File: config.mk
export PLATFORM = sky130hd
export DESIGN_NAME = if_stage
export DESIGN_NICKNAME = d
export VERILOG_FILES = /design/src/rtl/if_pkg.sv /design/src/rtl/bht_2bit.sv /design/src/rtl/if_stage.sv
export SDC_FILE = /design/constraint.sdc
export NUM_CORES = 1
export LEC_CHECK = 0
export BUFFER_PORTS_ARGS = -buffer_cell sky130_fd_sc_hd__buf_2
export CELL_PAD_IN_SITES_DETAIL_PLACEMENT = 0
export CELL_PAD_IN_SITES_GLOBAL_PLACEMENT = 1
export CORE_AREA = 2 2 133 135
export DETAILED_ROUTE_END_ITERATION = 10
export DIE_AREA = 0 0 135 137
export PLACE_DENSITY = 0.67
export SYNTH_ARGS = -nofsm -noshare
export SYNTH_HDL_FRONTEND = slang
export SYNTH_HIERARCHICAL = 1
export SYNTH_SLANG_ARGS = --single-unit
export TNS_END_PERCENT = 50
File: constraint.sdc
create_clock -name i_clk -period 2.74 [get_ports i_clk]
set_input_delay 0.411 -clock i_clk [delete_from_list [all_inputs] [get_ports i_clk]]
set_output_delay 0.411 -clock i_clk [all_outputs]
set_load 0.005 [all_outputs]
File: src/rtl/if_pkg.sv
// Shared types for the fetch stage: BHT counter encoding, BTB entry layout, NOP constant.
package if_pkg;

    typedef enum logic [1:0] {
        Snt = 2'b00,
        Wnt = 2'b01,
        Wt  = 2'b10,
        St  = 2'b11
    } bht_ctr_e;

    localparam logic [31:0] NopInstr = 32'h0000_0013;

    // Wide enough for the tag of the smallest table (pc[31:2]); narrower tags are zero-extended.
    localparam int unsigned TagW = 30;

    typedef struct packed {
        logic            valid;
        logic [TagW-1:0] tag;
        logic [31:0]     target;
    } btb_entry_t;

    function automatic bht_ctr_e ctr_next(input bht_ctr_e c, input logic taken);
        if (taken) begin
            return (c == St) ? St : bht_ctr_e'(c + 2'd1);
        end
        return (c == Snt) ? Snt : bht_ctr_e'(c - 2'd1);
    endfunction

endpackage

File: src/rtl/bht_2bit.sv
// 2-bit saturating BHT plus direct-mapped BTB; only built when BRANCH_PRED_EN is defined.
`ifdef BRANCH_PRED_EN
module bht_2bit
    import if_pkg::*;
#(
    parameter int unsigned Entries = 64
) (
    input  logic        clk_i,
    input  logic        rst_ni,
    input  logic [31:0] lookup_pc_i,
    output logic        pred_taken_o,
    output logic [31:0] pred_target_o,
    input  logic        upd_valid_i,
    input  logic [31:0] upd_pc_i,
    input  logic        upd_taken_i,
    input  logic [31:0] upd_target_i
);

    localparam int unsigned IdxW = $clog2(Entries);

    bht_ctr_e   ctr_q [Entries];
    btb_entry_t btb_q [Entries];

    logic [IdxW-1:0] lk_idx;
    logic [IdxW-1:0] up_idx;
    logic [TagW-1:0] lk_tag;
    logic [TagW-1:0] up_tag;
    btb_entry_t      lk_entry;
    logic            unused_lsb;

    assign lk_idx = lookup_pc_i[IdxW+1:2];
    assign up_idx = upd_pc_i[IdxW+1:2];
    assign lk_tag = TagW'(lookup_pc_i >> (IdxW + 2));
    assign up_tag = TagW'(upd_pc_i >> (IdxW + 2));
    assign unused_lsb = ^{lookup_pc_i[1:0], upd_pc_i[1:0]};

    // Reads see the pre-update state when lookup and update share an index.
    assign lk_entry      = btb_q[lk_idx];
    assign pred_taken_o  = lk_entry.valid && (lk_entry.tag == lk_tag) && ctr_q[lk_idx][1];
    assign pred_target_o = lk_entry.target;

    always_ff @(posedge clk_i) begin
        if (!rst_ni) begin
            for (int i = 0; i < Entries; i++) begin
                ctr_q[i] <= Wnt;
                btb_q[i] <= '0;
            end
        end else if (upd_valid_i) begin
            ctr_q[up_idx] <= ctr_next(ctr_q[up_idx], upd_taken_i);
            if (upd_taken_i) begin
                btb_q[up_idx] <= '{valid: 1'b1, tag: up_tag, target: upd_target_i};
            end
        end
    end

endmodule
`endif

File: src/rtl/if_stage.sv
// Instruction fetch: PC select, optional BHT/BTB prediction (BRANCH_PRED_EN), IF/ID register.
module if_stage
    import if_pkg::*;
#(
    parameter logic [31:0] RESET_PC    = 32'h0000_0000,
    parameter int unsigned BHT_ENTRIES = 64
) (
    input  logic        i_clk,
    input  logic        i_rst_n,
    input  logic        i_stall,
    input  logic        i_flush,
    output logic [31:0] o_pc_fetch,
    input  logic [31:0] i_instr,
    output logic [31:0] o_if_pc,
    output logic [31:0] o_if_instr,
    output logic        o_if_valid,
    output logic        o_if_pred_taken,
    input  logic        i_ex_br_valid,
    input  logic [31:0] i_ex_pc,
    input  logic        i_ex_taken,
    input  logic [31:0] i_ex_target,
    input  logic        i_ex_mispredict,
    input  logic [31:0] i_ex_redirect_pc
);

    localparam logic [31:0] PcMask = 32'hFFFF_FFFC;

    logic [31:0] pc_q, pc_d;
    logic        pred_taken;
    logic [31:0] pred_target;
    logic        bubble;

`ifdef BRANCH_PRED_EN
    bht_2bit #(
        .Entries(BHT_ENTRIES)
    ) u_bht (
        .clk_i        (i_clk),
        .rst_ni       (i_rst_n),
        .lookup_pc_i  (pc_q),
        .pred_taken_o (pred_taken),
        .pred_target_o(pred_target),
        .upd_valid_i  (i_ex_br_valid),
        .upd_pc_i     (i_ex_pc),
        .upd_taken_i  (i_ex_taken),
        .upd_target_i (i_ex_target)
    );
`else
    logic unused_ex;
    assign pred_taken  = 1'b0;
    assign pred_target = '0;
    assign unused_ex   = ^{i_ex_br_valid, i_ex_pc, i_ex_taken, i_ex_target, 32'(BHT_ENTRIES)};
`endif

    assign bubble     = i_flush | i_ex_mispredict;
    assign o_pc_fetch = pc_q;

    always_comb begin
        pc_d = pc_q + 32'd4;
        if (i_ex_mispredict) begin
            pc_d = i_ex_redirect_pc & PcMask;
        end else if (i_stall) begin
            pc_d = pc_q;
        end else if (pred_taken) begin
            pc_d = pred_target & PcMask;
        end
    end

    always_ff @(posedge i_clk) begin
        if (!i_rst_n) begin
            pc_q            <= RESET_PC & PcMask;
            o_if_pc         <= '0;
            o_if_instr      <= NopInstr;
            o_if_valid      <= 1'b0;
            o_if_pred_taken <= 1'b0;
        end else begin
            pc_q <= pc_d;
            if (bubble) begin
                o_if_instr      <= NopInstr;
                o_if_valid      <= 1'b0;
                o_if_pred_taken <= 1'b0;
            end else if (!i_stall) begin
                o_if_pc         <= pc_q;
                o_if_instr      <= i_instr;
                o_if_valid      <= 1'b1;
                o_if_pred_taken <= pred_taken;
            end
        end
    end

endmodule

==> impl_metrics.tcl <==
set metrics [dict create \
    fin_skew_ns 0.0127 \
    via_per_inst 4.58 \
    ant_nets 0 \
    grt.total_usage_pct 13.4 \
    cp_data_required_time_ns 3.02 \
    clk_latency_ns 0.35 \
    p_leak_nw 2.39 \
    grt_use_met2_pct 22.1 \
    rows 48 \
    wl_um 12400 \
    crit_buf_inv 0 \
    path_class "register to register" \
    cp_top_family "simple AND/OR/NAND/NOR gates" \
    rsz0062_at_grt "false" \
    synthFlopType "dfxtp_1" \
    post_drt_wl_per_cell_um 14.9 \
    gr-max-usage-layer "met2" \
    cp-start-kind "register" \
    status "completed" \
    min_period_ns 1.86 \
    crit_chain "and4b_1 -> nand3_1 -> or4_1 -> a31oi_1" \
    syn-cell-area_um2 4050 \
    timing.final.setup_violations 0 \
    clock-root-buffer "clkbuf_16" \
    clock.fmax_mhz 536 \
    cts-htree-levels 3 \
    hold_path_end "o_pc_fetch[9]$_SDFFE_PN0P_" \
    yosysSeqAreaShare_pct 46.0 \
    antenna_found_initial 0 \
    drtIter0Drc 189 \
    cts-buffers-inserted 9 \
    cts_tree "yes" \
    synth-warning-count 6 \
    worstHoldStart "i_ex_redirect_pc[9]" \
    post-dp-hpwl_um 9060 \
    path_clk_slew_ns 0.07 \
    dp_slack_ns 0.801 \
    die_h_um 137 \
    finalWeightedCongestion 0.716 \
    dr.pass1.iters 4 \
    drive_gt1_share_pct 32.0 \
    reg2reg_slack_ns 0.88 \
    ys_ff_latch 93 \
    dieWidth_um 135 \
    portBuffers 159 \
    maxSlewHeadroom_pct 54.4 \
    met1_usage_pct 17.0 \
    setup.worst_path.end_class "register" \
    syn_inst 453 \
    cts.hold.buffers_added 0 \
    cpPeakStageDelay_ns 0.51 \
    slowest_stage "dfxtp_1" \
    avgSynthCellArea_um2 8.94 \
    grt_pass1_wl_um 19300 \
    final_hold_viol_count 0 \
    async_flop_share_pct 0 \
    holdWs_ns 0.285 \
    fin_tns_setup_ns 0 \
    synth-edff-count 0 \
    drc 0 \
    core-area_um2 17100 \
    via_count 3811 \
    r2r_cells 4 \
    cp.arrival_ns 2.15 \
    grtUsageMet3_pct 3.56 \
    cts_resized 0 \
    critPathLaunch "o_pc_fetch[4]$_SDFFE_PN0P_" \
    antenna_cells 0 \
    die_area_um2 18500 \
    cp_max_fo 8 \
    cts_sinks 93 \
    final_common_cell "buf_2" \
    ys_types 42 \
    r2r_start "o_pc_fetch[4]$_SDFFE_PN0P_" \
    setup_ws_ns 0.876 \
    postCtsSetupRepairBufs 0 \
    mostFrequentLayoutCells "159 x buf_2, 93 x dfxtp_1, 71 x nand2_1, 33 x mux2i_1, 32 x nor2_1" \
    grt_pass1_vias 3636 \
    ios 233 \
    grt_max_degree 43 \
    powerDensity_nw_per_um2 568 \
    grt-ovfl-total 0 \
    max-cap-violations 0 \
    initial_core_util_pct 23.8 \
    nets 738 \
    cts_buffer_depth 2 \
    finalMaxSlewViolations 0 \
    hold_path_depth 2 \
    fin_crit_sh_pct 68.0 \
    vdd.ir_drop.worst_mv 0.277 \
    area.growth.synth_to_final_pct 32.5 \
    r2r_end "o_pc_fetch[19]$_SDFFE_PN0P_" \
    hp-class "input port to register" \
    worst_pin_slew_ns 0.683 \
]
## worst max-delay path by stage
stage                                        to  depth (start not counted)
finish              o_pc_fetch[19]$_SDFFE_PN0P_                          4
global route        o_pc_fetch[21]$_SDFFE_PN0P_                          4
CTS                 o_pc_fetch[19]$_SDFFE_PN0P_                          4
detailed placement  o_pc_fetch[19]$_SDFFE_PN0P_                          5
global placement    o_pc_fetch[21]$_SDFFE_PN0P_                          5
floorplan           o_pc_fetch[22]$_SDFFE_PN0P_                          5
## final cells by class
type                    instances  area (um2)
clock buffers                  10         229
multi-input cells             323        2030
well taps                     225         282
inverters                       5        18.8
repair buffers                170         878
flip-flops and latches         93        1860
fillers                      1862       11700
clock inverters                 6        70.1
## registers in the layout, summed over array words and instances (netlist names)
register / flops
o_pc_fetch: 30
o_if_pc: 30
o_if_instr: 32
o_if_valid: 1
## kinds of logic (layout without fill, tap and decap cells)
| kind of cell | Yosys count | after routing | synth area share [%] |
|---|---|---|---|
| other cells | 1 | 5 | 0.0926 |
| compound gates | 90 | 90 | 14.9 |
| xor+xnor | 12 | 12 | 2.59 |
| buf+inv | 41 | 191 | 4.48 |
| fa+ha+maj | 1 | 1 | 0.309 |
| mux | 33 | 33 | 8.15 |
| simple gates | 182 | 182 | 23.6 |
| flops | 93 | 93 | 46.0 |
## metal layers
layer | wire length (um) | vias to the layer above
li1 | - | 1892
met1 | 5650 | 1805
met2 | 5820 | 101
met3 | 746 | 13
met4 | 157 | 0
met5 | 0 | -
## cells in the mapped netlist, drive strengths merged (2+ instances only)
library cell   n  area share (%)
a211oi         7             1.3
a21boi        30             5.6
a21oi          8            0.99
a31oi          6            0.93
and3           3            0.46
and4          10             2.2
buf           13             1.9
clkbuf        23             2.1
dfxtp         93              46
inv            5            0.46
mux2i         33             8.2
nand2         71             6.6
nand2b         2            0.31
nand3         18             2.8
nand4          9             1.7
nand4b         2            0.43
nor2          32             3.0
nor2b          2            0.31
nor3          11             1.4
nor4           9             2.1
o211a          7             1.7
o21ai         26             3.2
o31ai          4            0.74
or3            5            0.77
or4            4            0.74
xnor2          7             1.5
xor2           5             1.1
## power breakdown
part,leakage (nW),total (W),internal (W),switching [W]
logic,1.50,0.000283,0.000139,0.000144
clock network,0.136,0.00129,0.000715,0.000580
registers,0.759,0.00147,0.00140,0.0000683
## stage by stage
step	cell area (um2)	std cells	util [%]	power, W
global placement	5070	816	29.7	0.00178
detailed placement	5070	816	29.7	0.00179
floorplan	4070	457	-	0.00164
global route	5370	832	31.5	0.00320
finish	5370	832	31.5	0.00305
CTS	5370	832	31.5	0.00311
Power figures use the tool's default switching activity.
